<file path="config.mk">
export PLATFORM = sky130hd
export DESIGN_NAME = param_lifo
export DESIGN_NICKNAME = d
export VERILOG_FILES = /design/src/rtl/param_lifo.sv
export SDC_FILE = /design/constraint.sdc
export NUM_CORES = 1
export LEC_CHECK = 0
export BUFFER_PORTS_ARGS = -buffer_cell sky130_fd_sc_hd__buf_2
export CORE_MARGIN = 3
export CORE_UTILIZATION = 50
export CTS_CLUSTER_DIAMETER = 150
export CTS_CLUSTER_SIZE = 25
export DETAILED_ROUTE_END_ITERATION = 6
export PLACE_DENSITY = 0.73
export SYNTH_ARGS = -nofsm -noshare
export SYNTH_HDL_FRONTEND = slang
export SYNTH_SLANG_ARGS = --single-unit
</file>
<file path="constraint.sdc">
create_clock -name clk -period 4.75 [get_ports clk]
set_input_delay 0.95 -clock clk [delete_from_list [all_inputs] [get_ports clk]]
set_output_delay 0.95 -clock clk [all_outputs]
set_load 0.005 [all_outputs]
</file>
<file path="src/rtl/param_lifo.sv">
// ============================================================================
// Module   : param_lifo
// Desc     : Parametrised LIFO stack with registered pop output, replace-top
//            push+pop, synchronous flush and sticky error flags.
//            Optional almost-full/empty outputs under LIFO_ALMOST_FLAGS_EN.
// Revision : 1.0 - initial release
// ============================================================================
`default_nettype none

module param_lifo #(
   parameter int DATA_W = 8,
   parameter int DEPTH  = 8
`ifdef LIFO_ALMOST_FLAGS_EN
   ,
   parameter int AF_TH  = DEPTH - 1,
   parameter int AE_TH  = 1
`endif
) (
   input  logic                              clk,
   input  logic                              reset,
   input  logic                              push,
   input  logic                              pop,
   input  logic                              flush,
   input  logic                              clr_err,
   input  logic [DATA_W-1:0]                 data_in,
   output logic [DATA_W-1:0]                 data_out,
   output logic                              out_valid,
   output logic [DATA_W-1:0]                 top,
   output logic [$clog2(DEPTH+1)-1:0]        count,
   output logic                              empty,
   output logic                              full,
   output logic                              overflow,
   output logic                              underflow
`ifdef LIFO_ALMOST_FLAGS_EN
   ,
   output logic                              almost_full,
   output logic                              almost_empty
`endif
);

   localparam int               CNT_W    = $clog2(DEPTH + 1);
   localparam int               IDX_W    = $clog2(DEPTH);
   localparam logic [CNT_W-1:0] FULL_CNT = CNT_W'(DEPTH);

   logic [DATA_W-1:0] mem [DEPTH];
   logic [CNT_W-1:0]  top_cnt;
   logic [IDX_W-1:0]  top_idx;
   logic [IDX_W-1:0]  wr_idx;

   assign empty   = (count == '0);
   assign full    = (count == FULL_CNT);
   assign top_cnt = count - 1'b1;
   assign top_idx = top_cnt[IDX_W-1:0];
   assign top     = empty ? '0 : mem[top_idx];

   // Replace-top writes over the current top; a plain push writes one above it.
   assign wr_idx  = pop ? top_idx : count[IDX_W-1:0];

`ifdef LIFO_ALMOST_FLAGS_EN
   assign almost_full  = (count >= CNT_W'(AF_TH));
   assign almost_empty = (count <= CNT_W'(AE_TH));
`endif

   // Storage is deliberately left out of reset.
   always_ff @(posedge clk) begin
      if (!flush && push) begin
         if ((pop && !empty) || (!pop && !full)) begin
            mem[wr_idx] <= data_in;
         end
      end
   end

   always_ff @(posedge clk or posedge reset) begin
      if (reset) begin
         count     <= '0;
         data_out  <= '0;
         out_valid <= 1'b0;
         overflow  <= 1'b0;
         underflow <= 1'b0;
      end else begin
         out_valid <= 1'b0;
         // Error sets below override this clear within the same cycle.
         if (clr_err) begin
            overflow  <= 1'b0;
            underflow <= 1'b0;
         end
         if (flush) begin
            count <= '0;
         end else if (push && pop) begin
            out_valid <= 1'b1;
            data_out  <= empty ? data_in : top;
         end else if (push) begin
            if (full) begin
               overflow <= 1'b1;
            end else begin
               count <= count + 1'b1;
            end
         end else if (pop) begin
            if (empty) begin
               underflow <= 1'b1;
            end else begin
               data_out  <= top;
               out_valid <= 1'b1;
               count     <= count - 1'b1;
            end
         end
      end
   end

endmodule

`default_nettype wire
</file>
==> results of run 1 <==
## path summary, 6_finish.rpt
check / from / endpoint / cells past startpoint
worst max register to register: count[0]$_DFFE_PP0P_ / mem[4][0]$_DFFE_PP_ / 7
min in group asynchronous: reset / overflow$_DFF_PP0_ / 2
worst min-delay path: overflow$_DFF_PP0_ / overflow$_DFF_PP0_ / 1
worst max-delay path: count[0]$_DFFE_PP0P_ / top[0] / 8
worst min register to register: overflow$_DFF_PP0_ / overflow$_DFF_PP0_ / 1
max in group asynchronous: reset / data_out[4]$_DFFE_PP0P_ / 2
## synthesized netlist by cell type, types with 4 or more instances
cell type,count
buf_2,5
o211a_1,6
edfxtp_1,64
a21o_1,4
a22o_1,9
o21a_1,5
nor2_1,20
o22ai_1,14
o311a_1,5
a211oi_2,5
inv_1,13
buf_6,4
dfrtp_1,15
mux2_2,30
nand3_1,5
nor2b_1,4
nand2b_1,5
nand2_1,6
nor3_1,12
clkbuf_1,7
a21oi_1,20
## area by class of cell
cell class	count	area, µm²	area share, %
Sequential cell	79	2297	52.70
Tap cell	99	123.9	2.842
Multi-Input combinational cell	188	1444	33.12
Timing Repair Buffer	42	220.2	5.052
Clock buffer	11	131.4	3.014
Clock inverter	5	81.33	1.866
Inverter	15	61.31	1.406
## stage by stage
stage	util [%]	setup WS (ns)
final	58.84	0.2696
after global routing	58.84	0.03165
after CTS	58.84	0.2985
after detailed placement	55.97	0.6864
after global placement	55.97	0.7938
after floorplan	-	1.427
## cell usage in the layout (no fill, tap or decap), types with 3 or more instances in the layout
master,n
a21oi_1,20
o21ai_0,3
nand3_1,5
nor4_1,3
buf_4,4
o311a_1,5
nand2b_1,5
o211ai_1,3
buf_2,38
edfxtp_1,64
o211a_1,6
a211oi_2,5
a21o_1,4
o22ai_1,14
nand2_1,6
inv_1,13
nor2b_1,4
clkbuf_8,9
a22o_1,9
mux2_2,30
o21a_1,5
nor2_1,20
nor3_1,12
and2_1,3
dfrtp_1,15
## registers in the layout, indices dropped and copies added, names as in the netlist
name / flops
count: 4
data_out: 8
mem: 64
out_valid: 1
overflow: 1
underflow: 1
## cell families (layout without fill, tap and decap cells)
family	Yosys count	count (layout)	synth area share, %
simple gates	69	69	9.344
xor+xnor	1	1	0.2240
fa+ha+maj	2	2	0.6399
compound gates	80	80	15.62
mux	36	36	11.10
buf+inv	34	73	4.320
flops	79	79	58.75
## where the power goes
| part | internal [µW] | total, µW | switching [µW] |
|---|---|---|---|
| registers | 826 | 871 | 45.0 |
| logic | 432 | 994 | 562 |
| clock network | 298 | 546 | 249 |
## worst max-delay path, stage by stage, from the launching register on
cell	delay [ns]
dfrtp_1	0.60
inv_1	0.20
ha_1	0.93
buf_4	0.38
mux2_2	0.38
a22o_1	0.23
a21oi_1	0.20
a21oi_1	0.10
buf_2	0.13
## layer usage
metal	wire length (µm)	vias up	track usage (%)
met3	792	19	6.614
met4	199	0	10.23
met2	4257	125	33.57
met1	4037	1330	31.15
li1	-	1240	-
met5	0	-	0
==> flow_metrics.tcl, run 1 <==
set metrics [dict create \
    drc 0 \
    gp_congestion 0.8615 \
    die_w_um 94.43 \
    synthesis.area_um2 3910 \
    synthTopCellsByArea "edfxtp_1 (49%), dfrtp_1 (9.6%), mux2_2 (8.6%)" \
    required_ns 3.80 \
    yosys.area.top_type "edfxtp_1" \
    status "finished, final reports clean" \
    final-hold-violation-count 0 \
    max_freq_mhz 223.2 \
    cp.arrival_ns 3.53 \
    finalNetCount 351 \
    post_drt_wl_per_cell_um 21.15 \
    min_path_type "flop to flop" \
    slew_headroom_pct 31.81 \
    start_util_pct 52.78 \
    dieHeight_um 94.43 \
    cts_root_buf "clkbuf_8" \
    synth_flop_cell "edfxtp_1" \
    crit_path_end_kind "output port" \
    clkSinkCount 79 \
    htree_levels 3 \
    rsz0062_at_grt "no" \
    core_um2 7408 \
    overflow 0 \
    synth.top_cell.area_share_pct 49.15 \
    reg2reg_slack_ns 1.02 \
    rows 31 \
    ys_async_sr_fraction_pct 18.99 \
    ctsHoldBuffers 0 \
    skew_ns 0.01003 \
    post_cts.repair.setup_buffers 0 \
    power.leakage_uw 0.001694 \
    final_cell_area_um2 4359 \
    clk_pin_slew_worst_paths_ns 0.08 \
    ys_seq_area_share_pct 58.75 \
    place_area_um2 4146 \
    p_total_uw 2411 \
    tightestPinTransition_ns 1.019 \
    dieArea_um2 8917 \
    ys_ff_latch 79 \
    track_usage_pct 22.72 \
    vias_per_cell 6.182 \
    grt_max_degree 37 \
    clock_path_buffers 2 \
    insertion_delay_ns 0.36 \
    layoutNonFillerInstCount 439 \
    tns_ns 0 \
    cts_buffers 9 \
    drt_iter0_drc 315 \
    vias 2714 \
    path_max_fanout 21 \
    setup_viol 0 \
    antenna_left 0 \
    ir_drop_v 0.0002435 \
    io_pins 39 \
    hold_slack_ns 0.4934 \
    ys_warn_count 0 \
    port-buffer-count 38 \
    synth_area_per_cell_um2 12.99 \
    wirelength_mm 9.286 \
    drv_cap 0 \
    ys_types 48 \
    synthCells 301 \
    period_share_pct 94.32 \
    drive_gt1_share_pct 29.41 \
    post-dp-hpwl_mm 6.039 \
    fin_crit_ns 4.480 \
    antenna_found_initial 0 \
    grt_pass1_vias 2662 \
    grt_pass1_wl_mm 14.59 \
    synth-edff-count 64 \
    startpoint_type "flop" \
    fillerInstances 596 \
    antenna_cells 0 \
    cts_resized 0 \
    slew_violations 0 \
    syn_nets 317 \
    p_per_area_nw_per_um2 553.0 \
    critPathKind "flop to output port" \
    first_pass_iters 5 \
    area_delta_synth_final_pct 11.49 \
    dp_cells 423 \
    cts_tree "yes" \
]
Power figures use the tool's default switching activity.
==> run 2, diff against run 1 <==
clock period = 4.58 ns   (was 4.75 ns; I/O delays follow)
==> run 2 against run 1 <==
Sequential power grew 4.0%. Die area did not move. Sequential share of layout area down 0.11 points. Via count is 1.3% higher. Core utilization up 0.12 points. First-iteration DRC count shrank 6.0%. Sequential cell count stayed put. Count of clock-buffer cells in the layout unchanged. Clock power is 4.2% lower. Total power grew 2.6%. Critical path depth fell by 2.
==> flow_metrics.tcl, run 2 (synthesis results as in run 1) <==
set metrics [dict create \
    post-dp-hpwl_mm 6.000 \
    min_path_type "flop to flop" \
    wl_met3_um 703 \
    cp.arrival_ns 3.03 \
    crit_slowest_cell "nor2b_1" \
    cp_cell_sequence "inv_1, ha_1, nor2b_1, a21oi_1, a21oi_1, buf_2" \
    vias 2750 \
    reg_top3 "mem x64, data_out x8, count x4" \
    core_um2 7408 \
    cts_buffers 9 \
    p_sw_uw 894.4 \
    cts_tree "yes" \
    p_per_area_nw_per_um2 566.1 \
    track_usage_pct 22.11 \
    place_ws_ns 1.012 \
    finalNetCount 354 \
    max_stage_delay_ns 0.75 \
    critPathKind "flop to output port" \
    grt_pass1_wl_mm 14.32 \
    setup_viol 0 \
    slew_headroom_pct 31.88 \
    wirelength_met1_mm 4.123 \
    final-hold-violation-count 0 \
    antenna_cells 0 \
    drt_iter0_drc 296 \
    finalWorstSetupSlack_ns 0.6319 \
    reg2reg_slack_ns 0.99 \
    final_common_cell "edfxtp_1" \
    ir_drop_v 0.0002745 \
    largest_reg_flops 64 \
    hold_slack_ns 0.5217 \
    cts_resized 0 \
    area_delta_synth_final_pct 11.71 \
    port-buffer-count 38 \
    vias_per_cell 6.222 \
    status "finished, final reports clean" \
    start_util_pct 52.78 \
    skew_ns 0.01271 \
    ctsHoldBuffers 0 \
    insertion_delay_ns 0.36 \
    swShare_pct 36.17 \
    crit_path_frequent_cell "a21oi_1" \
    grt_pass1_vias 2645 \
    startpoint_type "flop" \
    maxUsedRoutingLayer "met4" \
    slew_violations 0 \
    grt_max_degree 36 \
    clk_pin_slew_worst_paths_ns 0.08 \
    clkSinkCount 79 \
    fin_crit_ns 3.948 \
    clock_path_buffers 2 \
    required_ns 3.66 \
    drc 0 \
    die_w_um 94.43 \
    power.leakage_uw 0.001707 \
    dieHeight_um 94.43 \
    max_freq_mhz 253.3 \
    htree_levels 3 \
    seq_power_share_pct 36.6 \
    path_max_fanout 17 \
    overflow 0 \
    wirelength_mm 9.328 \
    wl_met2_mm 4.337 \
    dieArea_um2 8917 \
    comb_power_share_pct 42.2 \
    drive_gt1_share_pct 30.61 \
    io_pins 39 \
    post_cts.repair.setup_buffers 0 \
    intPower_uw 1578 \
    layoutNonFillerInstCount 442 \
    tns_ns 0 \
    first_pass_iters 5 \
    clockPowerShare_pct 21.1 \
    largest_register "mem" \
    rsz0062_at_grt "no" \
    final_cell_mix "edfxtp_1 (64), buf_2 (38), mux2_2 (30)" \
    gp_congestion 0.8455 \
    antenna_found_initial 0 \
    post_drt_wl_per_cell_um 21.10 \
    period_share_pct 86.20 \
    crit_path_end_kind "output port" \
    drv_cap 0 \
    tightestPinTransition_ns 1.018 \
    rows 31 \
    dp_cells 426 \
    antenna_left 0 \
    cts_root_buf "clkbuf_8" \
]
## run 2: cell count changes in the layout (fill, tap and decap cells not counted), sizes merged
cell,delta
bufinv,-1
clkinv,+2
buf,+3
inv,-1
## run 2: metrics by stage
step	cell area, µm²	util (%)	total power (µW)
2_1_floorplan	3910	-	1660
3_3_place_gp	4169	56.27	1927
3_5_place_dp	4169	56.27	1946
4_1_cts	4368	58.96	2471
5_1_grt	4368	58.96	2596
6_report	4368	58.96	2473
## run 2: per-layer routing
metal  vias up  track usage (%)
met3        20            4.143
met5         -                0
met1      1345            31.06
met4         0            10.95
met2       149            33.04
li1       1236                -
## run 2: layout make-up
| cell class | instances | area [µm²] |
|---|---|---|
| timing repair buffer | 45 | 242.7 |
| sequential | 79 | 2297 |
| clock inverter | 5 | 57.56 |
| fill | 581 | 3040 |
| clock buffer | 11 | 141.4 |
| inverter | 15 | 61.31 |
| tap | 99 | 123.9 |
| multi-input combinational | 188 | 1444 |
## run 2: path summary, 6_finish.rpt
kind / depth (start not counted) / start / endpoint
max in group asynchronous: 2 / reset / data_out[1]$_DFFE_PP0P_
min in group asynchronous: 2 / reset / out_valid$_DFF_PP0_
worst min register to register: 1 / overflow$_DFF_PP0_ / overflow$_DFF_PP0_
worst max-delay path: 6 / count[0]$_DFFE_PP0P_ / top[6]
worst min-delay path: 1 / overflow$_DFF_PP0_ / overflow$_DFF_PP0_
worst max register to register: 7 / count[0]$_DFFE_PP0P_ / mem[4][5]$_DFFE_PP_
## run 2: worst max-delay path: cells and delay by family, from the launching register on
family	cells	cell delay (ns)
AO/OA/AOI/OAI	2	0.48
adder cells (fa/ha/maj)	1	0.43
buffers and inverters	2	0.38
flip-flops	1	0.62
AND/OR/NAND/NOR	1	0.75
## run 2: power groups by stage
| stage | Clock (µW) | Combinational [µW] | Sequential (µW) |
|---|---|---|---|
| 3_3_place_gp | 0 | 1010 | 918 |
| 4_1_cts | 532 | 1030 | 906 |
| 5_1_grt | 559 | 1120 | 916 |
| 3_5_place_dp | 0 | 1030 | 921 |
| 2_1_floorplan | 0 | 745 | 916 |
| 6_report | 523 | 1040 | 906 |
